`config.mk`:
```
export PLATFORM = sky130hd
export DESIGN_NAME = filters_mul_pipe
export DESIGN_NICKNAME = d
export VERILOG_FILES = /design/src/rtl/filters_mul_pkg.sv /design/src/rtl/filters_mul_pipe_dsp.sv /design/src/rtl/filters_mul_pipe.sv
export SDC_FILE = /design/constraint.sdc
export NUM_CORES = 1
export LEC_CHECK = 0
export BUFFER_PORTS_ARGS = -buffer_cell sky130_fd_sc_hd__buf_2
export CORE_MARGIN = 2
export CORE_UTILIZATION = 30
export CTS_CLUSTER_SIZE = 8
export DETAILED_ROUTE_END_ITERATION = 7
export PLACE_DENSITY = 0.52
export SLEW_MARGIN = 5
export SYNTH_ARGS = -nofsm -noshare
export SYNTH_HDL_FRONTEND = slang
export SYNTH_SLANG_ARGS = --single-unit
```
`constraint.sdc`:
```
create_clock -name ap_clk -period 1.8 [get_ports ap_clk]
set_input_delay 0.09 -clock ap_clk [delete_from_list [all_inputs] [get_ports ap_clk]]
set_output_delay 0.09 -clock ap_clk [all_outputs]
set_load 0.02 [all_outputs]
```
`src/rtl/filters_mul_pkg.sv`:
```
// Shared constants and helpers for the pipelined signed x unsigned multiplier.
// Build option: define FILTERS_MUL_SAT_EN to clamp results instead of wrapping.
package filters_mul_pkg;

  // Legal parameter ranges for filters_mul_pipe.
  localparam int DIN0_W_MIN    = 2;
  localparam int DIN0_W_MAX    = 25;
  localparam int DIN1_W_MIN    = 1;
  localparam int DIN1_W_MAX    = 17;
  localparam int NUM_STAGE_MIN = 1;
  localparam int NUM_STAGE_MAX = 6;

  // Working width for rounding/saturation: widest product plus headroom so
  // the rounding addend can never overflow.
  localparam int ACC_W = DIN0_W_MAX + DIN1_W_MAX + 2;

  // Half-LSB addend for round-half-up before an arithmetic right shift.
  function automatic logic signed [ACC_W-1:0] round_const(input int shift);
    logic signed [ACC_W-1:0] c;
    c = '0;
    if (shift > 0) c[shift-1] = 1'b1;
    return c;
  endfunction

  // Largest positive value representable in a signed dout_w-bit result.
  function automatic logic signed [ACC_W-1:0] sat_hi(input int dout_w);
    logic signed [ACC_W-1:0] h;
    h = '0;
    h[dout_w-1] = 1'b1;
    return h - 1;
  endfunction

  // True when r does not fit a signed dout_w-bit result.
  function automatic logic is_sat(input logic signed [ACC_W-1:0] r, input int dout_w);
    return (r > sat_hi(dout_w)) || (r < -sat_hi(dout_w) - 1);
  endfunction

  // Clamp r into the signed dout_w-bit range.
  function automatic logic signed [ACC_W-1:0] saturate(input logic signed [ACC_W-1:0] r,
                                                        input int dout_w);
    if (r > sat_hi(dout_w)) return sat_hi(dout_w);
    if (r < -sat_hi(dout_w) - 1) return -sat_hi(dout_w) - 1;
    return r;
  endfunction

endpackage

```
`src/rtl/filters_mul_pipe_dsp.sv`:
```
// Registered multiply core: first pipeline stage, shaped for DSP inference.
module filters_mul_pipe_dsp #(
  parameter int A_W = 17,
  parameter int B_W = 15
) (
  input  logic                     i_clk,
  input  logic                     i_rst_n,
  input  logic                     i_en,
  input  logic signed [A_W-1:0]    i_a,
  input  logic        [B_W-1:0]    i_b,
  output logic signed [A_W+B_W-1:0] o_p
);

  // Unsigned multiplier gets a zero sign bit so a signed multiply is exact.
  logic signed [B_W:0]       w_b_ext;
  logic signed [A_W+B_W-1:0] r_p;

  assign w_b_ext = {1'b0, i_b};

  // Capture the full product whenever the pipeline advances; hold on stall.
  always_ff @(posedge i_clk or negedge i_rst_n) begin
    if (!i_rst_n)  r_p <= '0;
    else if (i_en) r_p <= i_a * w_b_ext;
  end

  assign o_p = r_p;

endmodule

```
`src/rtl/filters_mul_pipe.sv`:
```
// Pipelined signed x unsigned multiplier with rounding shift and valid/ready
// handshake. Global-stall pipeline of NUM_STAGE registers.
// Build option: FILTERS_MUL_SAT_EN -> saturate and track ovf_sticky;
// otherwise the result wraps and ovf_sticky stays 0.
module filters_mul_pipe
  import filters_mul_pkg::*;
#(
  parameter int DIN0_W    = 17,
  parameter int DIN1_W    = 15,
  parameter int DOUT_W    = 32,
  parameter int NUM_STAGE = 3,
  parameter int SHIFT     = 0
) (
  input  logic                     ap_clk,
  input  logic                     ap_rst_n,
  input  logic signed [DIN0_W-1:0] din0,
  input  logic        [DIN1_W-1:0] din1,
  input  logic                     in_valid,
  output logic                     in_ready,
  output logic signed [DOUT_W-1:0] dout,
  output logic                     out_valid,
  input  logic                     out_ready,
  input  logic                     ovf_clr,
  output logic                     ovf_sticky
);

  localparam int PW = DIN0_W + DIN1_W;

  logic                     w_adv;
  logic [NUM_STAGE-1:0]     r_vld;
  logic signed [PW-1:0]     w_prod;
  logic signed [ACC_W-1:0]  w_prod_ext;
  logic signed [ACC_W-1:0]  w_round;
  logic signed [DOUT_W-1:0] w_res;
  logic                     w_ovf;
  logic                     w_out_ovf;

  // Whole pipeline moves together unless the output holds an unaccepted result.
  assign w_adv     = !r_vld[NUM_STAGE-1] || out_ready;
  assign in_ready  = w_adv;
  assign out_valid = r_vld[NUM_STAGE-1];

  filters_mul_pipe_dsp #(
    .A_W (DIN0_W),
    .B_W (DIN1_W)
  ) u_dsp (
    .i_clk   (ap_clk),
    .i_rst_n (ap_rst_n),
    .i_en    (w_adv),
    .i_a     (din0),
    .i_b     (din1),
    .o_p     (w_prod)
  );

  // Round half toward +inf, then arithmetic shift; done at full precision.
  assign w_prod_ext = {{(ACC_W-PW){w_prod[PW-1]}}, w_prod};
  assign w_round    = (w_prod_ext + round_const(SHIFT)) >>> SHIFT;

`ifdef FILTERS_MUL_SAT_EN
  logic signed [ACC_W-1:0] w_clamped;
  assign w_clamped = saturate(w_round, DOUT_W);
  assign w_res     = w_clamped[DOUT_W-1:0];
  assign w_ovf     = is_sat(w_round, DOUT_W);
`else
  assign w_res = w_round[DOUT_W-1:0];
  assign w_ovf = 1'b0;
`endif

  // One valid bit per stage; bubbles enter as zeros.
  always_ff @(posedge ap_clk or negedge ap_rst_n) begin
    if (!ap_rst_n)  r_vld <= '0;
    else if (w_adv) r_vld <= (r_vld << 1) | NUM_STAGE'(in_valid);
  end

  generate
    if (NUM_STAGE == 1) begin : g_direct
      assign dout      = w_res;
      assign w_out_ovf = w_ovf;
    end else begin : g_chain
      logic signed [DOUT_W-1:0] r_res [NUM_STAGE-1];
      logic                     r_ovf [NUM_STAGE-1];
      for (genvar gi = 0; gi < NUM_STAGE - 1; gi++) begin : g_stage
        if (gi == 0) begin : g_first
          // Register the scaled result coming out of the multiply stage.
          always_ff @(posedge ap_clk or negedge ap_rst_n) begin
            if (!ap_rst_n) begin
              r_res[gi] <= '0;
              r_ovf[gi] <= 1'b0;
            end else if (w_adv) begin
              r_res[gi] <= w_res;
              r_ovf[gi] <= w_ovf;
            end
          end
        end else begin : g_next
          // Plain delay stage carrying result and saturation flag.
          always_ff @(posedge ap_clk or negedge ap_rst_n) begin
            if (!ap_rst_n) begin
              r_res[gi] <= '0;
              r_ovf[gi] <= 1'b0;
            end else if (w_adv) begin
              r_res[gi] <= r_res[gi-1];
              r_ovf[gi] <= r_ovf[gi-1];
            end
          end
        end
      end
      assign dout      = r_res[NUM_STAGE-2];
      assign w_out_ovf = r_ovf[NUM_STAGE-2];
    end
  endgenerate

`ifdef FILTERS_MUL_SAT_EN
  logic r_ovf_sticky;
  // Set on a saturated transfer out; a coincident clear loses to the set.
  always_ff @(posedge ap_clk or negedge ap_rst_n) begin
    if (!ap_rst_n)                                 r_ovf_sticky <= 1'b0;
    else if (out_valid && out_ready && w_out_ovf)  r_ovf_sticky <= 1'b1;
    else if (ovf_clr)                              r_ovf_sticky <= 1'b0;
  end
  assign ovf_sticky = r_ovf_sticky;
`else
  assign ovf_sticky = 1'b0;
`endif

endmodule

```
==> results.md, run 1 <==
- On the critical path, the stage with the largest delay is an instance of sky130_fd_sc_hd__fa_1.
- The number of I/O pins is 72.
- The number of hold violations in the final report is 0.
- The sequential fraction of the synthesis area is 18.2%.
- The main flop type after synthesis is sky130_fd_sc_hd__dfrtp_1.
- The TritonCTS clock tree is done.
- In the final timing run, aggregate negative setup slack is -76670 ps.
- After the last flow step, the layout net total stands at 2058.
- The required time at the endpoint of the critical path is 2060 ps.
- The count of pins over their slew limit was 0.
- The mean cell area of the mapped netlist is a little over 9 sq um.
- Wires add up to between 30000 and 40000 um.
- Setup violations remaining at the end of the flow were counted as 28.
- The initial antenna violation count was 0.
- The register bit total from synthesis is approximately 100.
- The number of instances in the synthesized netlist is 1501.
- The Yosys warning count is 0.
- The critical path startpoint is din1[5].
- Clock latency on the worst-skew pair, taken at its later pin, is 340 ps.
- Clock tree synthesis selected as its root buffer the cell sky130_fd_sc_hd__clkbuf_16.
- The overall die area is 47100 sq um.
- The routability congestion estimate is 0.816.
- After detailed routing, the number of vias per cell comes to 4.38.
- The horizontal extent of the die is 217 um.
- The number of global-route vias before repair is 11.4k.
- The post-layout minimum cycle time is 5080 ps.
- For this run, the top clock speed supported by timing is 197 MHz.
- The first-pass GRT wire length is 56400 um.
- In the finished design, the share of the clock period the worst path needs comes to 282%.
- The count of input and output buffers is slightly below 70.
- Clock tree synthesis inserted a total of 9 buffers.
- The category of the most critical setup path is in2reg.
- The count of TritonRoute iterations in the first routing pass is 4.
- The total of fill cells in the finished design is 4546.
- The type of origin of the critical path is a primary input.
- The starting utilization of the core area is 30.2%.
- The type of the tightest min-delay check is in2reg.
- The worst-case clock buffer depth is 2.
- The startpoint identified for the worst hold timing path is din0[0].
- At the end of the flow the core is filled with cells to 39.0%.
- In this run, synthesis inferred 0 flip-flops with an integrated enable.
- On the worst path, the slowest cell contributes a delay of just over 500 ps.
- The post-CTS clock slew at the launch and capture registers of the worst setup and hold paths is 70 ps.
- After global routing the overflow that remains totals 0.
- The sequential standard cell area is 2480 sq um.
- The worst setup path is captured at a register.
- The routed layout has around 10k vias.
- Setup repair after global routing could not meet its margin everywhere.
- Summing all multi-input logic gate instances after layout gives ~11000 sq um.
- Synthesis produced a netlist with a net count of 1873.
- In this run, distinct cell masters in the synthesized netlist total 57.
- The die extent in y is 217 um.
- The final reports fail on setup timing.
- Detailed placement finished with a half-perimeter wire length of approximately 26000 um.
- The async set or reset register ratio after synthesis is 100%.
- In this run the standard cell core region covers around 45000 sq um.
- The cell area after synthesis is 13600 sq um.
- Entering global routing, the biggest net connects 97 pins.
- The arrival time at the worst endpoint is 5340 ps.
- In this design, the largest share of critical-path delay is due to adder cells.
- Walking the worst path, the cells encountered are buf_12 -> buf_12 -> and2_4 -> fa_1 -> inv_2 -> fa_1 -> inv_1 -> fa_1 -> fa_1 -> fa_1 -> inv_1 -> fa_1 -> inv_2 -> ha_4 -> and2_4 -> nor2b_4 -> a21o_1 -> a31oi_4 -> a21oi_2 -> o211a_1 -> or3b_1 -> a31oi_1.
- The max capacitance violation total is 0.
- Final hold analysis gives a worst-case slack of about 170 ps.
- In the global route stage, overall resource usage came out at 14.7%.
- In this run the critical register-to-register path is launched from r_vld[2].
- The number of antenna diodes is 0.
- The number of rows created at floorplan is ~80.
- The detail-routed net length per standard cell is 13.9 um.
- After the first detailed-routing iteration, the DRC count stood at 454.
- The clock sink count is just under 100.
- The count of nets left with antenna violations once routing finished came out at 0.
- The cell that appears most often on the critical path is sky130_fd_sc_hd__fa_1.
- The critical path contains buffers and inverters numbering 6 combined.
- Clock skew on the completed layout was measured at roughly 4.4 ps.
- The number of H-tree levels is 3.
- Once routing completed, OpenROAD measured the worst setup slack at -3280 ps.
- The share of cells above drive strength 1 is 28.0%.
- After detailed routing, the number of remaining DRC violations is 0.
- The flow ran to the end, but the final reports show violations.
- Relative to the synthesized area, the layout overhead comes to 29.4%.
- In this run the worst path has a maximum fanout of 7.
-- metrics by stage --
| step | worst slack (ps) | area, sq um | std cells |
|---|---|---|---|
| 2_1_floorplan | -3280 | 14400 | 1501 |
| 3_3_place_gp | -3670 | 16000 | 2239 |
| 3_5_place_dp | -3750 | 16000 | 2239 |
| 4_1_cts | -3290 | 17100 | 2279 |
| 5_1_grt | -3470 | 17600 | 2291 |
| 6_report | -3280 | 17600 | 2291 |
-- worst paths after layout --
path	depth (start not counted)	slack, ps	to
setup / recovery	22	-3280	u_dsp.o_p[31]
hold / removal	4	170	u_dsp.o_p[0]
setup reg to reg	5	420	u_dsp.o_p[24]
hold reg to reg	2	460	dout[1]
max in group asynchronous	3	950	u_dsp.o_p[14]
min in group asynchronous	2	210	r_vld[1]
-- repair_timing --
action	in CTS	in global routing
cloned	1	2
resized for setup	132	106
pin swaps	64	69
hold buffers	2	0
endpoints found under the hold margin	25	0
setup endpoints to repair	29	29
setup buffers	21	24
-- state kept, by name, indices dropped and copies added, names as in the netlist --
register	count
g_chain.r_res	32
dout	32
r_vld	3
u_dsp.o_p	32
-- layer usage --
| layer | routed length [um] | vias to the layer above | track usage [%] |
|---|---|---|---|
| met3 | 641 | 28 | 1.33 |
| li1 | - | 4750 | - |
| met1 | 13800 | 5152 | 18.4 |
| met4 | 372 | 0 | 2.19 |
| met2 | 17200 | 108 | 27.9 |
| met5 | 0 | - | 0 |
-- final cells by class --
class	instances	area share, %
Multi-Input combinational cell	1016	59.8
Sequential cell	99	14.1
Timing Repair Buffer	265	13.5
Inverter	295	6.33
Tap cell	600	4.27
Clock buffer	10	1.30
Clock inverter	6	0.647
-- Yosys cell counts (11+ instances only) --
cell type                  number  area share [%]
sky130_fd_sc_hd__a21oi_1       32             1.2
sky130_fd_sc_hd__and2_1       127             5.8
sky130_fd_sc_hd__buf_4         34             1.9
sky130_fd_sc_hd__clkbuf_1      54             1.5
sky130_fd_sc_hd__dfrtp_1       99              18
sky130_fd_sc_hd__fa_1         254              37
sky130_fd_sc_hd__ha_1          81             7.4
sky130_fd_sc_hd__inv_1        295             8.1
sky130_fd_sc_hd__nand2_1      367              10
sky130_fd_sc_hd__nor2_1        21            0.58
sky130_fd_sc_hd__o21ai_0       16            0.59
sky130_fd_sc_hd__o21ai_1       11            0.40
sky130_fd_sc_hd__xnor2_1       21             1.4
sky130_fd_sc_hd__xor2_1        14            0.90
-- cell usage in the layout (no fill, tap or decap), types with 7 or more instances in the layout --
cell type                   instances
sky130_fd_sc_hd__nand2_1          350
sky130_fd_sc_hd__inv_1            261
sky130_fd_sc_hd__fa_1             238
sky130_fd_sc_hd__buf_4            146
sky130_fd_sc_hd__dfrtp_1           99
sky130_fd_sc_hd__and2_1            98
sky130_fd_sc_hd__buf_6             55
sky130_fd_sc_hd__ha_1              49
sky130_fd_sc_hd__buf_2             39
sky130_fd_sc_hd__inv_2             31
sky130_fd_sc_hd__ha_4              31
sky130_fd_sc_hd__and2_4            29
sky130_fd_sc_hd__nor2_1            20
sky130_fd_sc_hd__a21oi_1           19
sky130_fd_sc_hd__fa_2              16
sky130_fd_sc_hd__o21ai_1           15
sky130_fd_sc_hd__buf_12            15
sky130_fd_sc_hd__xnor2_1           14
sky130_fd_sc_hd__xor2_1            13
sky130_fd_sc_hd__a21oi_2           11
sky130_fd_sc_hd__clkbuf_16         11
sky130_fd_sc_hd__nand2_2           10
sky130_fd_sc_hd__nand2b_1           7
sky130_fd_sc_hd__o21ai_2            7
sky130_fd_sc_hd__xnor2_2            7
-- worst reg2reg max path: cells and delay by family, from the launching register on --
kind            cells  cell delay, ps
buf+inv             2             490
flops               1             350
simple gates        2             360
compound gates      1              60
-- logic make-up after synthesis --
family	count (synthesis)	share of synthesized area [%]
compound gates	106	5.29
flops	99	18.2
xor+xnor	35	2.25
buf+inv	386	11.7
simple gates	539	17.7
other cells	1	0.0276
fa+ha+maj	335	44.8
Power of run 1 is left out: the tool's default activity adds up to more than one toggle a clock period on the data nets, which glitch-free logic cannot reach.
==> inputs of run 2 (changes only) <==
Settings changed: BUFFER_PORTS_ARGS -buffer_cell sky130_fd_sc_hd__buf_2 to default, DONT_BUFFER_PORTS from default to 1, PLACE_DENSITY 0.52 to 0.51.
==> run 2 against run 1 <==
Against the previous run:
- the flow finishes with violations (hold timing, setup timing)
- clock-buffer cell count shrank 1
- via count shrank 4.3%
- worst hold slack lost 730 ps
- cell area shrank 8.4%
- final cell count shrank 6.3%
- register-to-register slack lost 20 ps
- core utilization shrank 3.3 points
- worst setup slack gained 280 ps
- die area is the same
- critical endpoint unchanged
==> results.md, run 2 (synthesized netlist as in run 1, its figures left out) <==
- The initial antenna violation count is 0.
- Dividing the detail-routed wire length by the instance count gives 14.8 um.
- The wire length on met1 is 12800 um.
- The worst hold slack after final layout is -560 ps.
- The timing-limited maximum frequency is 208 MHz.
- Buffers inserted during clock tree synthesis total 9.
- The cell sitting at the root of the clock tree is a sky130_fd_sc_hd__clkbuf_16.
- The violation count after the first detailed-routing iteration is 467.
- The amount of wire on met2 after detailed routing is 17800 um.
- The congestion estimate from routability-driven global placement came to 0.804.
- The standard cell core area is around 45000 sq um.
- The die is approximately 220 um wide.
- The total track usage is between 10% and 20%.
- For this block, the routed nets add up to 31900 um of wire.
- The detail route stage leaves a number of antenna-violating nets equal to 0.
- For this run, design rule violations remaining after detail routing come to 0.
- Setup total negative slack on the finished layout was measured at -67700 ps.
- The final worst setup slack is -3000 ps.
- The design area is 16100 sq um.
- The category of the most critical setup path is in2reg.
- After clock tree synthesis, the clock-pin slew on the worst setup and hold paths is 80 ps.
- The TritonCTS clock tree is done.
- The number of rows created at floorplan is 78.
- The tightest min-delay check is of the in2async type.
- The total global routing overflow is 0.
- The worst setup path is launched from a primary input.
- The count of TritonRoute iterations in the first routing pass is 5.
- Across the run, the number of max-cap violations was 0.
- Entering global routing, the biggest net connects 100 pins.
- The die extent in y is ~220 um.
- The count of pins over their slew limit is 0.
- The initial utilization of the core area, before any placement, comes to 30.2%.
- The checks that failed: hold timing, setup timing.
- The number of global-route vias before repair is 11.0k.
- After detailed routing, no signal wire sits above met4.
- Including well taps, the total number of placed cells is 2114.
- The core occupancy in the finished layout is 35.7%.
- The count of input and output buffers is 0.
- The library cell used most frequently in the layout, excluding fill and tap cells, is sky130_fd_sc_hd__nand2_1.
- The overall die area is 47100 sq um.
- The HPWL reported at the end of detailed placement is 25600 um.
- The first-pass GRT wire length is 55700 um.
- Counting I/O delays and the setup requirement, the final critical path takes ~4800 ps.
- The post-placement cell area is 15200 sq um.
- The arrival time at the worst endpoint is a little over 5000 ps.
- At the worst endpoint, the required time is 2080 ps.
- 0 antenna diodes ended up in the layout.
- From synthesis to final layout, the design area changed by 18.4%.
- For this design, the CTS-stage hold fixing added 4 buffers.
- The share of cells above drive strength 1 is 19.3%.
- The later pin in the worst-skew pair is clocked with a latency of 350 ps.
- The final setup violation count is 28.
- For the final database, setup skew stands at 10.4 ps.
- The highest net fanout along the worst path is 15.
- The clock tree synthesis step divided the H-tree into 3 levels.
- The routed layout has 9605 vias.
- The number of hold violations in the final report is slightly below 100.
- The detailed-routed wire length on met3 is 869 um.
- Setup repair after global routing could not meet its margin everywhere.
- Dividing the detail-routed via count by the number of cells gives roughly 4.5.
- Leaving out fill and tap cells, the most frequent cells in the layout are sky130_fd_sc_hd__nand2_1, sky130_fd_sc_hd__inv_1, sky130_fd_sc_hd__fa_1, sky130_fd_sc_hd__and2_1, sky130_fd_sc_hd__dfrtp_1.
- In this run the count of I/O pins placed on the die edge is 72.
- The flow ran to the end, but the final reports show violations.
- The non-filler instance count after layout is 2147.
- STA classifies the critical path endpoint as a register.
- The post-layout net count is roughly 1.9k.
- The clock net in this run drives a total of 99 sinks.
- In the finished design, the share of the clock period the worst path needs comes to 267%.
- Setup slack on the worst reg-to-reg path comes out at 400 ps.
- The worst-case clock buffer depth is 2.
==> run 2: changes by cell type in the layout (fill, tap and decap cells not counted), sizes merged <==
cell	before	now
bufinv	3	1
buf	261	117
dlygate4sd3	2	4
inv	294	297
clkbuf	12	9
clkinv	2	4
clkinvlp	2	0
==> run 2: repair_timing <==
| item | 4_1_cts | 5_1_grt |
|---|---|---|
| cloned | 0 | 0 |
| setup endpoints to repair | 28 | 29 |
| gates resized for setup | 72 | 38 |
| pin swaps | 69 | 44 |
| hold endpoints to repair | 102 | 99 |
| buffers inserted | 14 | 1 |
==> run 2: layer usage <==
layer  up-vias  global-route usage (%)
met5         -                       0
met4         0                    2.17
met3        25                    1.55
met2       131                    28.9
met1      4991                    17.5
li1       4458                       -
==> run 2: worst max-delay path: stages <==
cell	delay [ps]
sky130_fd_sc_hd__and2_4	150
sky130_fd_sc_hd__fa_1	550
sky130_fd_sc_hd__inv_2	40
sky130_fd_sc_hd__fa_1	530
sky130_fd_sc_hd__inv_1	50
sky130_fd_sc_hd__fa_1	490
sky130_fd_sc_hd__fa_1	430
sky130_fd_sc_hd__fa_1	490
sky130_fd_sc_hd__inv_1	50
sky130_fd_sc_hd__fa_1	490
sky130_fd_sc_hd__inv_2	50
sky130_fd_sc_hd__ha_4	210
sky130_fd_sc_hd__and2_4	140
sky130_fd_sc_hd__nor2b_4	120
sky130_fd_sc_hd__a21o_1	230
sky130_fd_sc_hd__a31oi_4	190
sky130_fd_sc_hd__a21oi_2	80
sky130_fd_sc_hd__o211a_1	220
sky130_fd_sc_hd__or3b_1	350
sky130_fd_sc_hd__a31oi_1	130
==> run 2: area by class of cell <==
cell class	count	area (sq um)
Sequential cell	99	2480
Tap cell	600	751
Clock buffer	9	225
Multi-Input combinational cell	1016	10400
Fill cell	4691	29000
Timing Repair Buffer	121	1040
Inverter	295	1110
Clock inverter	7	75.1
==> run 2: worst paths after layout <==
kind | from | to | cells after the start
min | ap_rst_n | dout[7] | 0
max | din0[15] | u_dsp.o_p[31] | 20
min reg2reg | r_vld[1] | r_vld[1] | 2
min in group ap_clk | din1[0] | u_dsp.o_p[1] | 4
max in group asynchronous | ap_rst_n | dout[17] | 0
max reg2reg | r_vld[2] | u_dsp.o_p[30] | 5
==> run 2: metrics by stage <==
| step | hold slack, ps | setup WS, ps |
|---|---|---|
| detailed placement | -200 | -3390 |
| finish | -560 | -3000 |
| global placement | -200 | -3390 |
| global route | -584 | -3180 |
| CTS | -578 | -2970 |
| floorplan | -206 | -3280 |
Power of run 2 is left out for the same reason.
